## config.mk

```make
export PLATFORM = sky130hd
export DESIGN_NAME = serial_rx_frame
export DESIGN_NICKNAME = d
export VERILOG_FILES = /design/src/rtl/serial_rx_frame.sv
export SDC_FILE = /design/constraint.sdc
export NUM_CORES = 1
export LEC_CHECK = 0
export CAP_MARGIN = 15
export CELL_PAD_IN_SITES_DETAIL_PLACEMENT = 0
export CELL_PAD_IN_SITES_GLOBAL_PLACEMENT = 2
export CORE_MARGIN = 5
export CORE_UTILIZATION = 28
export CTS_CLUSTER_SIZE = 30
export DETAILED_ROUTE_END_ITERATION = 8
export GPL_TIMING_DRIVEN = 0
export PLACE_DENSITY = 0.84
export SLEW_MARGIN = 25
export SYNTH_ARGS = -nofsm -noshare
export SYNTH_HDL_FRONTEND = slang
export SYNTH_SLANG_ARGS = --single-unit
export TNS_END_PERCENT = 20
```

## constraint.sdc

```tcl
create_clock -name clk -period 1.2 [get_ports clk]
set_input_delay 0.12 -clock clk [delete_from_list [all_inputs] [get_ports clk]]
set_output_delay 0.12 -clock clk [all_outputs]
set_load 0.1 [all_outputs]
```

## src/rtl/serial_rx_frame.sv

```systemverilog
// Framed serial-to-parallel receiver: start bit, N data bits LSB-first, stop bit.
// Good frames update o with a one-cycle valid pulse; a bad stop bit pulses frame_err.
module serial_rx_frame #(
   parameter int unsigned N = 10
) (
   input  logic         clk,
   input  logic         reset,
   input  logic         din,
   input  logic         bit_en,
   output logic [N-1:0] o,
   output logic         valid,
   output logic         frame_err,
   output logic         busy
);

   localparam int unsigned CW = $clog2(N + 1);

   localparam logic [1:0] StIdle = 2'd0;
   localparam logic [1:0] StData = 2'd1;
   localparam logic [1:0] StStop = 2'd2;

   localparam logic [CW-1:0] CntFull = CW'(N);

   logic [1:0]    r_state;
   logic [CW-1:0] r_cnt;
   logic [N-1:0]  r_sh;
   logic [N-1:0]  r_o;
   logic          r_valid;
   logic          r_frame_err;

   logic [N-1:0]  w_sh_next;
   logic [CW-1:0] w_cnt_next;
   logic          w_busy;

   // New bit enters at the MSB so the first data bit ends up in bit 0.
   generate
      if (N == 1) begin : g_sh_one
         assign w_sh_next = din;
      end else begin : g_sh_wide
         assign w_sh_next = {din, r_sh[N-1:1]};
      end
   endgenerate

   always_comb begin
      w_cnt_next = r_cnt + 1'b1;
      w_busy     = (r_state != StIdle);
   end

   always_ff @(posedge clk) begin
      if (reset) begin
         r_state     <= StIdle;
         r_cnt       <= '0;
         r_sh        <= '0;
         r_o         <= '0;
         r_valid     <= 1'b0;
         r_frame_err <= 1'b0;
      end else begin
         r_valid     <= 1'b0;
         r_frame_err <= 1'b0;
         if (bit_en) begin
            case (r_state)
               StIdle: begin
                  if (!din) begin
                     r_state <= StData;
                     r_cnt   <= '0;
                  end
               end
               StData: begin
                  r_sh  <= w_sh_next;
                  r_cnt <= w_cnt_next;
                  if (w_cnt_next == CntFull) begin
                     r_state <= StStop;
                  end
               end
               StStop: begin
                  if (din) begin
                     r_o     <= r_sh;
                     r_valid <= 1'b1;
                  end else begin
                     r_frame_err <= 1'b1;
                  end
                  r_state <= StIdle;
                  r_cnt   <= '0;
               end
               default: begin
                  r_state <= StIdle;
                  r_cnt   <= '0;
               end
            endcase
         end
      end
   end

   assign o         = r_o;
   assign valid     = r_valid;
   assign frame_err = r_frame_err;
   assign busy      = w_busy;

endmodule

```

==> results.tsv, run 1 <==
stage	metric	value	unit
outcome	status	finished with violations	
outcome	violations	setup timing	
floorplan	die_w	73.9	um
synth	syn_nets	144	
drt	drc	0	
global_route	antenna_found_initial	0	
synth	synth_fa_ha_area_frac	0.0219	
power_and_ir_drop	seqPwrFrac	0.516	
worst_hold_path	whs_path_depth	3	
cells_and_area	num-nets-final	170	
global_route	first_global_vias	895	
critical_path	path_class	register to output port	
clock_tree	htree_levels	1	
cells_and_area	fill_cells	410	
floorplan	dieArea	5470	um2
drt	drt_iter0_markers	29	
clock_tree	clockBufferDepth	2	
floorplan	die_h	73.9	um
timing	hold_violations	0	
timing	fmax	795	MHz
clock_tree	cts_tree	built	
critical_path	cp-start-kind	register	
synth	synth-seq-area-share	0.490	
synth	synthTopCellsByArea	dfxtp_1 (49%), nand2_1 (14%), a21oi_1 (10%), ha_1 (2.2%), buf_4 (2.0%)	
synth	synth_top_cell_area_share	0.490	
synth	synth_top_cell_by_area	dfxtp_1	
floorplan	core	3970	um2
synth	synth_commonest_cells	nand2_1 (42), dfxtp_1 (28), a21oi_1 (23), nor2_1 (4)	
power_and_ir_drop	p_sw	0.385	mW
drt	dr_total_vias	1005	
synth	synth-simple-area-share	0.259	
timing	finalClockSkew	0.00269	ns
critical_path	reg2regPathDepth	5	
placement	dpl.hpwl	1.73	mm
synth	synth-edff-count	0	
placement	portBuffers	14	
timing	finalWorstSetupSlack	-0.0572	ns
floorplan	rows	23	
worst_hold_path	min_to	frame_err	
floorplan	start_util	0.288	
timing	slew_violations	0	
synth	synth_compound_area_frac	0.177	
global_route	grt_first_pass_wirelength	4.06	mm
critical_path	critical_path_arrival	1.14	ns
critical_path	r2r_end	r_state[1]	
floorplan	io_pins	17	
global_route	grt_usage	0.0967	
power_and_ir_drop	intPower	1.43	mW
critical_path	crit_start	r_state[0]	
timing	slew_headroom	0.656	
critical_path	rrSetupSlack	0.02	ns
power_and_ir_drop	comb_power_share	0.075	
clock_tree	clkTransAtPathRegs	0.10	ns
clock_tree	cts-buffers-inserted	3	
cells_and_area	multi_input_area	564	um2
critical_path	reg2reg_from	r_cnt[1]	
critical_path	end_kind	output port	
drt	dr.pass1.iters	4	
synth	synth_ff_type	dfxtp_1	
synth	avgSynthCellArea	8.30	um2
critical_path	cp.required	1.08	ns
synth	yosysWarnings	0	
synth	async_flop_share	0	
synth	synth-seq-cells	28	
global_route	grt_max_degree	17	
timing	setup_viol	1	
drt	ant_nets	0	
worst_hold_path	min_path_type	primary input to register	
power_and_ir_drop	pwr_density_cell	1200	nW/um2
cells_and_area	final_area	1520	um2
synth	ys_types	29	
clock_tree	cts_root_buf	clkbuf_8	
power_and_ir_drop	leakagePower	0.556	nW
timing	holdWs	0.116	ns
worst_hold_path	hold_start	bit_en	
drt	vias_per_cell	4.72	
synth	synth_top_family_by_area	simple AND/OR/NAND/NOR gates	
synth	synth.most_common_cell	nand2_1	
synth	synth_cells	138	
clock_tree	cts.sink_count	28	
clock_tree	clkLatencyLatePin	0.28	ns
job	max_cap_viol_count	0	
cells_and_area	drive_gt1_frac	0.301	
synth	synth.area.mux_share	0	
timing	period_share	1.05	
power_and_ir_drop	peakVddDrop	0.880	mV
cells_and_area	regArea	576	um2
timing	worstMarginPinSlew	0.516	ns
power_and_ir_drop	clkPwrFrac	0.410	
drt	routed_wl	2.58	mm
power_and_ir_drop	swShare	0.212	
cells_and_area	diodes	0	
synth	netlist_area	1140	um2
timing	fin_crit	1.26	ns
placement	dpl_cell_area	1350	um2
synth	synth-xor-area-share	0	
global_route	overflow	0	
timing	rsz0062_at_grt	yes	
critical_path	critPathMaxFanout	9	
drt	routedWlPerCell	12.1	um
cells_and_area	area_delta_synth_final	32.6	%
placement	gp_congestion	0.827	
## layout by cell type (no fill, tap or decap), types with 3 or more instances in the layout
master and count:
a21oi_1 19, a21oi_2 4, buf_2 5, buf_4 7
buf_6 3, clkbuf_1 3, clkbuf_4 8, clkbuf_8 3
dfxtp_1 22, dfxtp_2 3, dfxtp_4 3, nand2_1 42
nand2b_1 3, nand3_1 3, nor2_1 3
## per-stage QoR
stage	power, mW	utilization	setup slack, ns	setup TNS (ns)	cells
final	1.82	0.382	-0.0572	-0.0572	213
after global routing	1.92	0.382	-0.0978	-0.266	213
after CTS	1.82	0.351	-0.0848	-0.118	206
after detailed placement	1.07	0.340	-0.659	-8.72	202
after global placement	1.06	0.340	-0.648	-7.81	202
after floorplan	1.04	-	-0.0424	-0.367	138
## how the worst max path moves through the flow
stage               slack (ns)    to
floorplan                -0.04  o[2]
global placement         -0.65  busy
detailed placement       -0.66  busy
CTS                      -0.08  busy
global route              -0.1  busy
finish                   -0.06  busy
## layer usage
| layer | share of wire | routed length, um | track usage | up-vias |
|---|---|---|---|---|
| met3 | 0.049 | 126 | 0.0338 | 2 |
| li1 | - | - | - | 515 |
| met5 | 0 | 0 | 0 | - |
| met4 | 0.0039 | 10 | 0.0221 | 0 |
| met1 | 0.43 | 1120 | 0.113 | 469 |
| met2 | 0.51 | 1320 | 0.170 | 19 |
## registers in the layout, indices dropped and copies added (netlist names)
register   count
valid          1
frame_err      1
r_cnt          4
r_sh          10
o             10
r_state        2
## power groups by stage
stage	clock network, mW	logic, mW	registers, mW
2_1_floorplan	0	0.0793	0.961
3_3_place_gp	0	0.103	0.962
3_5_place_dp	0	0.105	0.962
4_1_cts	0.770	0.115	0.936
5_1_grt	0.828	0.148	0.939
6_report	0.744	0.136	0.937
## layout make-up
type / count / area share
inverter: 3 / 0.00742
timing repair buffer: 21 / 0.104
tap: 50 / 0.0412
clock inverter: 1 / 0.0198
multi-input combinational: 98 / 0.372
sequential: 28 / 0.379
buffer: 9 / 0.0495
clock buffer: 3 / 0.0272
## worst max-delay path, cell delays in order (launching register included)
cell	delay (ns)
dfxtp_2	0.33
buf_6	0.13
or2_4	0.23
buf_12	0.16
## what timing repair did
item / 4_1_cts / 5_1_grt
hold buffers: 0 / 0
pin swaps: 1 / 2
gates resized for setup: 79 / 24
endpoints found under the setup margin: 35 / 30
buffers inserted: 0 / 7
## logic make-up (layout without fill, tap and decap cells)
group / after synthesis / count (layout)
simple gates: 64 / 64
compound gates: 32 / 32
flops: 28 / 28
buf+inv: 12 / 37
fa+ha+maj: 2 / 2
Note: power is estimated with default switching activity, not from simulation.
==> run 2: changes to the inputs <==
Settings changed: CAP_MARGIN 15 to 20.
==> results of run 2 <==
The final DEF is identical to that of run 1; final timing and power are the same.
==> run 3: changes to the inputs <==
Settings changed: ABC_AREA from default to 1, CORE_UTILIZATION 28 to 27.
==> results.tsv, run 3 <==
stage	metric	value	unit	change
timing	period_share	0.994		was 1.05
drt	routedWlPerCell	10.6	um	was 12.1 um
synth	synth-xor-area-share	0		unchanged
drt	ant_nets	0		unchanged
global_route	grt_usage	0.0922		was 0.0967
clock_tree	clkTransAtPathRegs	0.09	ns	was 0.10 ns
global_route	grt_first_pass_wirelength	3.91	mm	was 4.06 mm
drt	drc	0		unchanged
cells_and_area	diodes	0		unchanged
synth	netlist_area	1110	um2	was 1140 um2
power_and_ir_drop	leakagePower	0.603	nW	was 0.556 nW
synth	synth_compound_area_frac	0.137		was 0.177
timing	worstMarginPinSlew	0.489	ns	was 0.516 ns
synth	synth-simple-area-share	0.255		was 0.259
cells_and_area	final_area	1390	um2	was 1520 um2
global_route	antenna_found_initial	0		unchanged
synth	synth-seq-cells	28		unchanged
timing	hold_violations	0		unchanged
floorplan	dieArea	5500	um2	was 5470 um2
drt	dr_total_vias	940		was 1005
drt	routed_wl	2.28	mm	was 2.58 mm
synth	synth-seq-area-share	0.505		was 0.490
placement	portBuffers	16		was 14
power_and_ir_drop	peakVddDrop	0.434	mV	was 0.880 mV
synth	synth_top_cell_by_area	dfxtp_1		unchanged
timing	holdWs	0.483	ns	was 0.116 ns
cells_and_area	area_delta_synth_final	25.3	%	was 32.6%
drt	drt_iter0_markers	45		was 29
synth	synth_top_family_by_area	simple AND/OR/NAND/NOR gates		unchanged
power_and_ir_drop	total_power	1.71	mW	was 1.82 mW
cells_and_area	layout_commonest_cell	nor2_1		was nand2_1
synth	async_flop_share	0		unchanged
timing	fin_crit	1.19	ns	was 1.26 ns
synth	synth.area.mux_share	0		unchanged
outcome	status	finished, final reports clean		was finished with violations
synth	yosysWarnings	0		unchanged
floorplan	start_util	0.278		was 0.288
cells_and_area	num-nets-final	174		was 170
critical_path	cp-start-kind	register		unchanged
worst_hold_path	min_path_type	register to register		was primary input to register
clock_tree	hold_buffers	0		unchanged
timing	tns	0	ns	was -0.0572 ns
floorplan	die_w	74.2	um	was 73.9 um
cells_and_area	final_cell_mix	nor2_1 (43), dfxtp_1 (23), nand2_1 (15)		was nand2_1 (42), dfxtp_1 (22), a21oi_1 (19)
critical_path	critical_path_arrival	1.07	ns	was 1.14 ns
clock_tree	cts.sink_count	28		unchanged
cells_and_area	fill_cells	428		was 410
synth	avgSynthCellArea	7.72	um2	was 8.30 um2
synth	synthTopCellsByArea	dfxtp_1 (50%), nor2_1 (15%), o21ai_0 (9.0%), nand2_1 (5.1%), inv_1 (3.0%)		was dfxtp_1 (49%), nand2_1 (14%), a21oi_1 (10%), ha_1 (2.2%), buf_4 (2.0%)
synth	synth.most_common_cell	nor2_1		was nand2_1
cells_and_area	multi_input_area	490	um2	was 564 um2
floorplan	rows	23		unchanged
global_route	grt_max_degree	15		was 17
synth	synth_ff_type	dfxtp_1		unchanged
cells_and_area	regArea	574	um2	was 576 um2
synth	synth_top_cell_area_share	0.505		was 0.490
timing	finalClockSkew	0.00697	ns	was 0.00269 ns
floorplan	die_h	74.2	um	was 73.9 um
power_and_ir_drop	pwr_density_cell	1230	nW/um2	was 1200 nW/um2
clock_tree	clkLatencyLatePin	0.27	ns	was 0.28 ns
cells_and_area	utilization	0.348		was 0.382
critical_path	cp.required	1.08	ns	about the same
synth	synth_cells	144		was 138
critical_path	critPathMaxFanout	4		was 9
floorplan	core	4000	um2	was 3970 um2
timing	slew_violations	0		unchanged
drt	dr.pass1.iters	4		unchanged
critical_path	path_class	register to output port		unchanged
drt	vias_per_cell	4.35		was 4.72
timing	rsz0062_at_grt	yes		unchanged
timing	fmax	839	MHz	was 795 MHz
synth	synth_commonest_cells	nor2_1 (44), dfxtp_1 (28), o21ai_0 (20), nand2_1 (15), inv_1 (9)		was nand2_1 (42), dfxtp_1 (28), a21oi_1 (23), nor2_1 (4)
synth	syn_nets	150		was 144
clock_tree	clockBufferDepth	2		unchanged
global_route	overflow	0		unchanged
timing	slew_headroom	0.676		was 0.656
job	max_cap_viol_count	0		unchanged
synth	synth-edff-count	0		unchanged
critical_path	end_kind	output port		unchanged
cells_and_area	drive_gt1_frac	0.259		was 0.301
synth	ys_types	21		was 29
timing	setup_viol	0		was 1
placement	dpl_cell_area	1340	um2	was 1350 um2
clock_tree	htree_levels	1		unchanged
global_route	first_global_vias	889		was 895
placement	dpl.hpwl	1.67	mm	was 1.73 mm
synth	synth_fa_ha_area_frac	0.0225		was 0.0219
clock_tree	cts_tree	built		unchanged
clock_tree	cts-buffers-inserted	3		unchanged
floorplan	io_pins	17		unchanged
placement	gp_congestion	0.706		was 0.827
clock_tree	cts_root_buf	clkbuf_8		unchanged
run 3: repair_timing:
| item | CTS | global route |
|---|---|---|
| buffers inserted | 0 | 3 |
| endpoints found under the setup margin | 26 | 25 |
| resized for setup | 72 | 18 |
| pin swaps | 0 | 5 |
| endpoints found under the hold margin | 0 | 0 |
run 3: power breakdown:
part | leakage [nW] | switching [mW] | internal [mW]
registers | 0.230 | 0.0279 | 0.957
clock network | 0.0216 | 0.269 | 0.225
logic | 0.352 | 0.154 | 0.0756
run 3: routing by layer:
metal | vias up | track usage | part of all wire
li1 | 498 | - | -
met2 | 13 | 0.156 | 0.46
met3 | 2 | 0.0162 | 0.049
met1 | 427 | 0.111 | 0.47
met5 | - | 0 | 0
met4 | 0 | 0.0483 | 0.015
run 3: final cells by class:
cell class | instances | area share
sequential | 28 | 0.412
tap | 50 | 0.0449
clock buffer | 3 | 0.0296
inverter | 13 | 0.0377
buffer | 5 | 0.0314
multi-input combinational | 98 | 0.352
timing repair buffer | 19 | 0.0916
run 3: path summary, 6_finish.rpt:
check	startpoint	endpoint	slack, ns	cells after the start
worst max-delay path	r_state[0]	busy	0.007	3
worst min register to register	o[8]	o[8]	0.48	2
worst max register to register	r_cnt[0]	r_state[0]	0.007	10
worst min-delay path	o[8]	o[8]	0.48	2
run 3: critical path, stage by stage (launching register included):
cell,delay (ns)
dfxtp_1,0.45
nor2_4,0.07
inv_1,0.07
buf_6,0.22
run 3: stage by stage:
step | instances | setup WS (ns)
6_report | 216 | 0.00744
5_1_grt | 216 | -0.0961
4_1_cts | 213 | -0.0418
3_5_place_dp | 210 | -0.592
3_3_place_gp | 210 | -0.589
2_1_floorplan | 144 | -0.00684
run 3: kinds of logic after synthesis:
kind of cell | count (synthesis)
AOI/OAI and AO/OA | 28
and+or+nand+nor | 68
DFF | 28
adders and majority gates | 2
buffers and inverters | 18
